==> config.mk <==
export PLATFORM = sky130hd
export DESIGN_NAME = nrf_rx_controller
export DESIGN_NICKNAME = d
export VERILOG_FILES = /design/src/rtl/nrf_rx_controller.sv
export SDC_FILE = /design/constraint.sdc
export NUM_CORES = 1
export LEC_CHECK = 0
export CORE_MARGIN = 5
export CORE_UTILIZATION = 50
export CTS_BUF_LIST = sky130_fd_sc_hd__clkbuf_8
export CTS_CLUSTER_SIZE = 24
export DETAILED_ROUTE_END_ITERATION = 7
export PLACE_DENSITY = 0.83
export SLEW_MARGIN = 15
export SYNTH_ARGS = -nofsm -noshare
export SYNTH_HDL_FRONTEND = slang
export SYNTH_SLANG_ARGS = --single-unit
==> constraint.sdc <==
create_clock -name i_Clk -period 4 [get_ports i_Clk]
set_input_delay 1.2 -clock i_Clk [delete_from_list [all_inputs] [get_ports i_Clk]]
set_output_delay 1.2 -clock i_Clk [all_outputs]
set_load 0.05 [all_outputs]
==> src/rtl/nrf_rx_controller.sv <==
// Command sequencer for the nRF24L01 SPI datapath: polls STATUS, drains fixed-length RX payloads
// onto a valid/last byte stream, clearing RX_DR and re-checking FIFO_STATUS after each payload.
module nrf_rx_controller #(
  parameter int unsigned PAYLOAD_LEN = 32,
  parameter int unsigned POLL_CYCLES = 1000,
  parameter int unsigned CS_GAP      = 4,
  parameter int unsigned TIMEOUT     = 4096
) (
  input  logic        i_Clk,
  input  logic        i_Rst,
  input  logic        i_Enable,
  output logic [7:0]  o_Data,
  output logic        o_SPI_Csn,
  output logic        o_Load_TX,
  output logic        o_TX_DV,
  input  logic        i_TX_Ready,
  input  logic        i_RX_DV,
  output logic        o_Load_RX,
  input  logic [7:0]  i_RX_Data,
  input  logic        i_RX_DR_Set,
  input  logic        i_FIFO_Empty,
  output logic [7:0]  o_Payload_Byte,
  output logic        o_Payload_Valid,
  output logic        o_Payload_Last,
  output logic        o_Busy,
  output logic        o_Error,
  output logic [15:0] o_Pkt_Count
);

  typedef enum logic [3:0] {
    StIdle, StStart, StLoad, StSend, StWait, StLatch, StUse, StGap, StPollWait
  } state_e;

  typedef enum logic [1:0] {TxStatus, TxPayload, TxClear, TxFifo} txn_e;

  localparam logic [5:0] LastPayIdx = 6'(PAYLOAD_LEN);

  state_e      state_q, state_d;
  txn_e        txn_q, txn_d;
  logic [5:0]  idx_q, idx_d;
  logic [31:0] cnt_q, cnt_d;
  logic        poll_q, poll_d;
  logic [7:0]  data_q, data_d;
  logic [15:0] pkt_q, pkt_d;
  logic        err_q, err_d;

  // MOSI byte at position idx of each transaction; index 0 is the command byte.
  function automatic logic [7:0] tx_byte(input txn_e t, input logic [5:0] idx);
    logic first;
    first = (idx == 6'd0);
    unique case (t)
      TxStatus:  tx_byte = 8'hFF;
      TxPayload: tx_byte = first ? 8'h61 : 8'hFF;
      TxClear:   tx_byte = first ? 8'h27 : 8'h40;
      TxFifo:    tx_byte = first ? 8'h17 : 8'hFF;
    endcase
  endfunction

  function automatic logic [5:0] last_idx(input txn_e t);
    unique case (t)
      TxStatus:  last_idx = 6'd0;
      TxPayload: last_idx = LastPayIdx;
      TxClear:   last_idx = 6'd1;
      TxFifo:    last_idx = 6'd1;
    endcase
  endfunction

  always_ff @(posedge i_Clk) begin
    if (i_Rst) begin
      state_q <= StIdle;
      txn_q   <= TxStatus;
      idx_q   <= 6'd0;
      cnt_q   <= 32'd0;
      poll_q  <= 1'b0;
      data_q  <= 8'h00;
      pkt_q   <= 16'd0;
      err_q   <= 1'b0;
    end else begin
      state_q <= state_d;
      txn_q   <= txn_d;
      idx_q   <= idx_d;
      cnt_q   <= cnt_d;
      poll_q  <= poll_d;
      data_q  <= data_d;
      pkt_q   <= pkt_d;
      err_q   <= err_d;
    end
  end

  always_comb begin
    state_d         = state_q;
    txn_d           = txn_q;
    idx_d           = idx_q;
    cnt_d           = cnt_q;
    poll_d          = poll_q;
    data_d          = data_q;
    pkt_d           = pkt_q;
    err_d           = 1'b0;
    o_Load_TX       = 1'b0;
    o_TX_DV         = 1'b0;
    o_Load_RX       = 1'b0;
    o_Payload_Valid = 1'b0;
    o_Payload_Last  = 1'b0;
    o_Payload_Byte  = 8'h00;

    case (state_q)
      StIdle: begin
        if (i_Enable) begin
          state_d = StStart;
          txn_d   = TxStatus;
          idx_d   = 6'd0;
        end
      end
      StStart: state_d = StLoad;
      StLoad: begin
        o_Load_TX = 1'b1;
        state_d   = StSend;
      end
      StSend: begin
        if (i_TX_Ready) begin
          o_TX_DV = 1'b1;
          cnt_d   = 32'd0;
          state_d = StWait;
        end
      end
      StWait: begin
        if (i_RX_DV) begin
          state_d = StLatch;
        end else if (cnt_q == TIMEOUT - 1) begin
          // Abandon the chain; the payload (if any) is left without Last.
          err_d   = 1'b1;
          poll_d  = 1'b1;
          cnt_d   = 32'd0;
          idx_d   = 6'd0;
          state_d = StGap;
        end else begin
          cnt_d = cnt_q + 32'd1;
        end
      end
      StLatch: begin
        o_Load_RX = 1'b1;
        state_d   = StUse;
      end
      StUse: begin
        if (txn_q == TxPayload && idx_q != 6'd0) begin
          o_Payload_Valid = 1'b1;
          o_Payload_Byte  = i_RX_Data;
          o_Payload_Last  = (idx_q == LastPayIdx);
        end
        if (idx_q != last_idx(txn_q)) begin
          idx_d   = idx_q + 6'd1;
          state_d = StLoad;
        end else begin
          idx_d   = 6'd0;
          cnt_d   = 32'd0;
          poll_d  = 1'b0;
          state_d = StGap;
          unique case (txn_q)
            TxStatus: begin
              if (i_RX_DR_Set) txn_d = TxPayload;
              else             poll_d = 1'b1;
            end
            TxPayload: begin
              txn_d = TxClear;
              pkt_d = pkt_q + 16'd1;
            end
            TxClear: txn_d = TxFifo;
            TxFifo: begin
              if (i_FIFO_Empty) poll_d = 1'b1;
              else              txn_d  = TxPayload;
            end
          endcase
        end
      end
      StGap: begin
        if (cnt_q >= CS_GAP - 1) begin
          cnt_d   = 32'd0;
          state_d = poll_q ? StPollWait : StStart;
        end else begin
          cnt_d = cnt_q + 32'd1;
        end
      end
      StPollWait: begin
        if (cnt_q >= POLL_CYCLES - 1) begin
          cnt_d   = 32'd0;
          state_d = StIdle;
        end else begin
          cnt_d = cnt_q + 32'd1;
        end
      end
      default: state_d = StIdle;
    endcase

    if (state_d == StLoad && state_q != StLoad) data_d = tx_byte(txn_d, idx_d);
  end

  assign o_SPI_Csn   = (state_q == StIdle) || (state_q == StGap) || (state_q == StPollWait);
  assign o_Busy      = !((state_q == StIdle) || (state_q == StPollWait));
  assign o_Data      = data_q;
  assign o_Error     = err_q;
  assign o_Pkt_Count = pkt_q;

endmodule
**Yosys cells after proc, flatten, opt, wreduce, memory -nomap -nowiden**

Index checks and enable logic that the tools add are counted.

- Bits in registers: 70
- Input bits: 15
- Output and inout port bits: 40
- Logic and storage cells: 107

- $add $sub $neg: 3
- $lt $le $gt $ge: 2
- Equality and inequality tests: 23
- Multiplexer cells: 51
- Bitwise operators: 2
- Reductions and logical operators: 18

Operator list:

| kind | count |
|---|---|
| two-way mux 32 bit | 6 |
| one-hot mux 32 bit (5 select lines) | 1 |
| one-hot mux 4 bit (9 select lines) | 1 |
| one-hot mux 6 bit (3 select lines) | 2 |
| adder 32 x 1 -> 32 bit (second input constant) | 1 |
| equality test 32 x 12 -> 1 bit (second input constant) | 1 |
| >= comparator 32 x 10 -> 1 bit (second input constant) | 1 |
| >= comparator 32 x 2 -> 1 bit (second input constant) | 1 |
| two-way mux 8 bit | 4 |
| one-hot mux 8 bit (4 select lines) | 1 |
| two-way mux 6 bit | 5 |
| two-way mux 4 bit | 7 |
| adder 16 x 1 -> 16 bit (second input constant) | 1 |
| equality test 4 x 3 -> 1 bit (second input constant) | 4 |
| two-way mux 1 bit | 14 |
| equality test 4 x 2 -> 1 bit (second input constant) | 3 |
| equality test 2 bit (second input constant) | 4 |
| two-way mux 2 bit | 4 |
| != test 2 bit (second input constant) | 4 |
| one-hot mux 2 bit (4 select lines) | 1 |
| AND reduction 4 bit | 2 |
| two-way mux 7 bit | 1 |
| adder 6 x 1 -> 6 bit (second input constant) | 1 |
| equality test 6 bit (second input constant) | 1 |
| 21 further kinds | 28 |

**Logic depth before layout (Yosys ltp)**

Gate-level depths: netlist (run 1).

- Depth after elaboration: 10
- Gate-level depth with buffers: 10
- Mapped depth without buffers: 9

**Worst setup path after synthesis (run 1)**

OpenSTA, ideal clock, no wires.

- Path type: in2out
- Start point: input i_TX_Ready
- End point: output o_TX_DV
- Arrival: 2.864 ns
- Required time: 2.800 ns
- Setup slack: -0.064 ns
- Stages on the path: 1
- Buffers on the path: 0
- Cell sequence: nor4b_1

- Word-level cells in the longest chain between the ends: 2

Ends and longest elaborated chain:

| element | line | text |
|---|---|---|
| start: declaration | 16 | `input logic i_TX_Ready,` |
| two-way mux 1 bit | 120 | `if (i_TX_Ready) begin` |
| two-way mux 1 bit | 106 | `case (state_q)` |
| end: declaration | 15 | `output logic o_TX_DV,` |

Every way passes these cells.

**Worst setup path in the final report (run 1)**

- Start point: register state_q[0]
- End point: output o_Payload_Valid

- Word-level cells in the longest chain between the ends: 2

Ends and longest elaborated chain:

| element | line | text |
|---|---|---|
| start: declaration | 38 | `state_e state_q, state_d;` |
| start signal: assignment | 70 | `state_q <= StIdle;` |
| start signal: assignment | 79 | `state_q <= state_d;` |
| equality test 4 x 3 -> 1 bit | 106 |  |
| two-way mux 1 bit | 106 |  |
| end: declaration | 23 | `output logic o_Payload_Valid,` |

Every way passes these cells.

==> results of run 1 <==
## power groups by stage
stage | sequential, mW | clock, mW | combinational (mW)
floorplan | 0.730 | 0 | 0.0999
global placement | 0.711 | 0 | 0.175
detailed placement | 0.712 | 0 | 0.177
CTS | 0.696 | 0.487 | 0.178
global route | 0.698 | 0.516 | 0.190
finish | 0.697 | 0.477 | 0.178
## worst register-to-register path: stages, from the launching register on
cell       delay (ns)
dfxtp_1          0.66
nand2_1          0.27
nor4_2           0.39
o31ai_2          0.22
or3_1            0.57
or3_1            0.39
o2bb2ai_1        0.16
## sequential cells by signal, indices dropped and copies added, names as in the netlist
name / flops
txn_q: 2
idx_q: 6
o_Pkt_Count: 16
state_q: 4
cnt_q: 32
o_Error: 1
poll_q: 1
o_Data: 6
## routing by layer
layer  routed length [µm]  GRT usage  vias to the layer above
met3                  560     0.0553                       12
met5                    0          0                        -
li1                     -          -                     1792
met1                 3930      0.235                     1659
met4                  138     0.0660                        0
met2                 4400      0.315                      101
## synthesized netlist by cell type, types with 13 or more instances
library cell | instances | area share
nor2_1 | 70 | 0.068
dfxtp_1 | 68 | 0.35
nand2_1 | 48 | 0.047
xor2_1 | 26 | 0.059
nand3_1 | 24 | 0.031
o21ai_0 | 19 | 0.025
nor3_1 | 16 | 0.021
inv_1 | 14 | 0.014
a21oi_1 | 13 | 0.017
xnor2_1 | 13 | 0.030
## stage by stage
stage | instance area [µm²] | std cells
floorplan | 3840 | 474
global placement | 4460 | 617
global route | 4620 | 631
CTS | 4620 | 631
finish | 4620 | 631
detailed placement | 4460 | 617
## cells by family (layout without fill, tap and decap cells)
| group | count (synthesis) | count (layout) | share of synthesized area |
|---|---|---|---|
| xor+xnor | 39 | 39 | 0.0890 |
| buf+inv | 34 | 89 | 0.0372 |
| compound gates | 75 | 75 | 0.138 |
| fa+ha+maj | 10 | 10 | 0.0326 |
| mux | 2 | 2 | 0.00522 |
| flops | 68 | 68 | 0.355 |
| simple gates | 246 | 246 | 0.343 |
## cell usage in the layout (no fill, tap or decap), types with 4 or more instances in the layout
cell type	n
a211oi_1	4
buf_4	15
and2_1	11
xor2_1	26
dfxtp_1	68
inv_1	16
a31oi_1	7
or3_1	5
xnor2_1	13
clkbuf_8	10
and4_1	4
a311oi_1	4
nand4_1	7
nand2_1	48
nand3_1	24
nor4_2	4
and3_1	12
o21ai_0	19
ha_1	10
nor3_1	16
nand2b_1	5
nor2_1	70
nor4_1	12
clkdlybuf4s50_1	45
a21oi_1	13
nor2b_1	5
## final timing paths
path                            startpoint              end  slack [ns]  cells past startpoint
worst min register to register   o_Data[6]        o_Data[6]        0.50                      2
worst max-delay path            state_q[0]  o_Payload_Valid        0.25                      4
worst min-delay path             o_Data[6]        o_Data[6]        0.50                      2
worst max register to register  state_q[0]        cnt_q[18]        1.28                      6
## area by class of cell
cell class,count,area (µm²)
Fill cell,660,2990
Multi-Input combinational cell,372,2340
Sequential cell,68,1360
Timing Repair Buffer,61,583
Clock buffer,10,138
Tap cell,102,128
Inverter,14,52.6
Clock inverter,4,20.0
==> results.py, run 1 <==
metrics = {
    "clock_tree": {
        "clk_pin_slew_ns": 0.07,
        "cts_root_buf": "clkbuf_8",
        "cts_tree": "yes",
        "clk_path_buf_depth": 2,
        "clk-insertion-delay-late_ns": 0.35,
        "cts_buffers": 9,
        "cts_hold_buf": 0,
        "ctsResizeCount": 0,
        "htreeDepth": 3,
        "clock-sinks": 68,
        "cts_setup_buffers": 0,
    },
    "layout": {
        "diodes": 0,
        "drive_gt1_frac": 0.0945,
        "nets": 551,
        "syn_to_final_growth_pct": 20.5,
        "utilization": 0.607,
    },
    "grt": {
        "antenna_found_initial": 0,
        "grt_pass1_vias": 3371,
        "grt_use_total": 0.190,
        "grt_pass1_wl_um": 15200,
        "grt_max_degree": 20,
        "grt_remaining_overflow": 0,
    },
    "power": {
        "ir_worst_vdd_v": 0.000136,
        "p_clk_frac": 0.353,
        "internal_power_mw": 0.981,
        "leakage_nw": 1.68,
        "share_comb_of_total_power": 0.131,
        "p_sw_frac": 0.274,
        "p_sw_mw": 0.370,
        "total_power_mw": 1.35,
        "p_per_area_mw_per_mm2": 292,
        "seq_power_share": 0.516,
    },
    "detailed_routing": {
        "drtIter0Drc": 285,
        "routed_wl_um": 9030,
        "route.detailed.drc": 0,
        "firstDrtPassIters": 4,
        "ant_nets": 0,
        "wl_per_cell_um": 14.3,
        "vias": 3564,
        "vias_per_cell": 5.65,
    },
    "synth": {
        "yosysUniqueCellTypes": 64,
        "synthFlopType": "dfxtp_1",
        "synth.avg_cell_area_um2": 8.09,
        "synth_edf_count": 0,
        "syn_area_mm2": 0.00384,
        "synth.net_count": 499,
        "synth_seq_cells": 68,
        "async_flop_share": 0,
        "yosysWarnings": 0,
        "ys_seq_area_frac": 0.355,
        "syn_inst": 474,
    },
    "placed_design": {
        "gp_congestion": 0.907,
        "post-place-ws_ns": 0.412,
        "dp_hpwl_um": 6720,
        "io_buffers": 54,
    },
    "timing": {
        "finalHoldWorstSlack_ns": 0.497,
        "fin_crit_ns": 3.75,
        "maxSlewViolCount": 0,
        "rsz0062_at_grt": "no",
        "finalWorstSetupSlack_ns": 0.251,
        "finalCritPeriodShare": 0.937,
        "slew_headroom": 0.405,
        "worstMarginPinSlew_ns": 0.879,
        "finalHoldViolations": 0,
        "fin_skew_ns": 0.00865,
        "finalSetupViolCount": 0,
        "fin_tns_setup_ns": 0,
        "max_freq_mhz": 267,
    },
    "setup_path": {
        "path_delay_family": "buffers and inverters",
        "crit_path_start_kind": "flop",
        "cpMaxStageDelayCell": "clkdlybuf4s50_1",
        "path_max_fanout": 18,
        "path_cells": "and4bb_2 > nand2_1 > a31oi_1 > clkdlybuf4s50_1",
        "cp.arrival_ns": 2.55,
        "crit_path_max_incr_delay_ns": 0.84,
        "worstSetupPathType": "reg -> out",
        "end_kind": "output pin",
        "crit_buf_inv": 1,
        "worstPathRequired_ns": 2.80,
    },
    "floorplan": {
        "core_mm2": 0.00761,
        "ioPinCount": 55,
        "die_h_um": 97.6,
        "dieWidth_um": 97.6,
        "row_count": 32,
        "start_util": 0.504,
        "die_area_mm2": 0.00952,
    },
    "flow_run": {
        "maxCapViolCount": 0,
    },
    "hold_path": {
        "holdCritPathClass": "reg -> reg",
    },
    "run_status": {
        "status": "completed",
    },
}
Note: power is estimated with default switching activity, not from simulation.
==> inputs of run 2 (changes only) <==
- CORE_ASPECT_RATIO: unset -> 0.8
==> run 2 against run 1 <==
Worst hold slack gained 0.0038 ns. Core utilization grew 2.7 points. Largest power group unchanged. Power grew 15%. Sequential share of layout area shrank 0.58 points. Combinational power grew 2%. First-iteration DRC count shrank 1.1%. Die area grew 0.12%. Clock-buffer cell count shrank 1. Routed wire length grew 4.3%. Cell count grew 0.95%. Design area grew 2.0%. Non-clock buffer count grew 1.
==> results.py, run 2 (same netlist as run 1, synthesis figures left out) <==
metrics = {
    "run_status": {
        "status": "completed",
    },
    "timing": {
        "fin_crit_ns": 3.55,
        "fin_tns_setup_ns": 0,
        "finalCritPeriodShare": 0.888,
        "finalSetupViolCount": 0,
        "fin_skew_ns": 0.0116,
        "max_freq_mhz": 282,
        "rsz0062_at_grt": "no",
        "slew_headroom": 0.398,
        "maxSlewViolCount": 0,
        "worstMarginPinSlew_ns": 0.888,
        "finalHoldViolations": 0,
    },
    "grt": {
        "grt_max_degree": 27,
        "antenna_found_initial": 0,
        "grt_remaining_overflow": 0,
        "grt_pass1_vias": 3460,
        "grt_use_total": 0.202,
        "grt_pass1_wl_um": 15700,
    },
    "setup_path": {
        "end_kind": "output pin",
        "cp.arrival_ns": 2.35,
        "path_max_fanout": 8,
        "worstSetupPathType": "reg -> out",
        "ff2ff_path_depth": 8,
        "worstPathRequired_ns": 2.80,
        "crit_path_start_kind": "flop",
    },
    "clock_tree": {
        "ctsResizeCount": 0,
        "clk-insertion-delay-late_ns": 0.35,
        "cts_root_buf": "clkbuf_8",
        "cts_setup_buffers": 0,
        "clk_pin_slew_ns": 0.08,
        "htreeDepth": 3,
        "cts_tree": "yes",
        "cts_hold_buf": 0,
        "clock-sinks": 68,
        "clk_path_buf_depth": 2,
        "cts_buffers": 9,
    },
    "detailed_routing": {
        "route.detailed.drc": 0,
        "vias_per_cell": 5.70,
        "firstDrtPassIters": 5,
        "routed_wl_um": 9410,
        "drtIter0Drc": 282,
        "wl_per_cell_um": 14.8,
        "ant_nets": 0,
        "vias": 3628,
    },
    "floorplan": {
        "core_mm2": 0.00743,
        "die_area_mm2": 0.00954,
        "ioPinCount": 55,
        "dieWidth_um": 108,
        "start_util": 0.517,
        "row_count": 28,
        "die_h_um": 88.3,
    },
    "layout": {
        "nets": 552,
        "stdcell_count": 637,
        "final_common_cell": "nor2_1",
        "fin_area_mm2": 0.00471,
        "drive_gt1_frac": 0.103,
        "regMostFlops": "cnt_q",
        "diodes": 0,
        "final_cell_mix": "nor2_1, dfxtp_1, nand2_1",
        "syn_to_final_growth_pct": 22.9,
        "largest_reg_flops": 32,
    },
    "power": {
        "p_per_area_mw_per_mm2": 330,
        "leakage_nw": 1.72,
        "ir_worst_vdd_v": 0.000184,
    },
    "hold_path": {
        "holdCritPathClass": "reg -> reg",
        "worstHoldPathCells": 2,
    },
    "placed_design": {
        "gp_congestion": 0.898,
        "io_buffers": 54,
        "dpl.cell_count": 621,
        "dp_hpwl_um": 6870,
        "place_area_mm2": 0.00447,
    },
    "flow_run": {
        "maxCapViolCount": 0,
    },
}
==> run 2: cell count changes in the layout (fill, tap and decap cells not counted) <==
cell	change
bufinv_16	+3
inv_1	-2
buf_4	+1
clkbuf_8	-1
clkinv_2	+1
clkinvlp_4	+1
==> run 2: worst max-delay path: stages (launching register included) <==
cell,delay [ns]
dfxtp_1,0.42
inv_1,0.16
ha_1,0.18
nand2_1,0.18
a31oi_1,0.23
clkdlybuf4s50_1,0.84
==> run 2: cell type report <==
cell class / count / area (µm²)
Fill cell: 655 / 2710
Multi-Input combinational cell: 372 / 2340
Sequential cell: 68 / 1360
Timing Repair Buffer: 62 / 591
Tap cell: 105 / 131
Clock buffer: 9 / 124
Clock inverter: 7 / 115
Inverter: 14 / 52.6
==> run 2: where the power goes <==
part / leakage [nW] / switching (mW) / internal (mW)
logic: 1.05 / 0.115 / 0.0670
clock network: 0.115 / 0.268 / 0.412
registers: 0.549 / 0.00617 / 0.686
total: 1.72 / 0.390 / 1.16
==> run 2: per-stage QoR <==
stage / hold WS, ns / utilization / power [mW] / setup WS, ns
2_1_floorplan: 0.457 / - / 0.830 / 0.203
3_3_place_gp: 0.479 / 0.602 / 0.886 / 0.513
3_5_place_dp: 0.497 / 0.602 / 0.890 / 0.390
4_1_cts: 0.508 / 0.635 / 1.56 / 0.455
5_1_grt: 0.523 / 0.635 / 1.61 / 0.357
6_report: 0.501 / 0.635 / 1.55 / 0.449
==> run 2: final timing paths <==
kind	startpoint	end	slack [ns]
worst max-delay path	txn_q[1]	o_Payload_Valid	0.45
worst min-delay path	o_Data[6]	o_Data[6]	0.50
worst max register to register	txn_q[1]	o_Data[5]	1.15
worst min register to register	o_Data[6]	o_Data[6]	0.50
==> run 2: metal layers <==
layer  GRT usage  vias to the layer above  routed length, µm
li1            -                     1793                  -
met1       0.254                     1716               4270
met2       0.345                       99               4510
met3      0.0467                       20                489
met4      0.0654                        0                148
met5           0                        -                  0
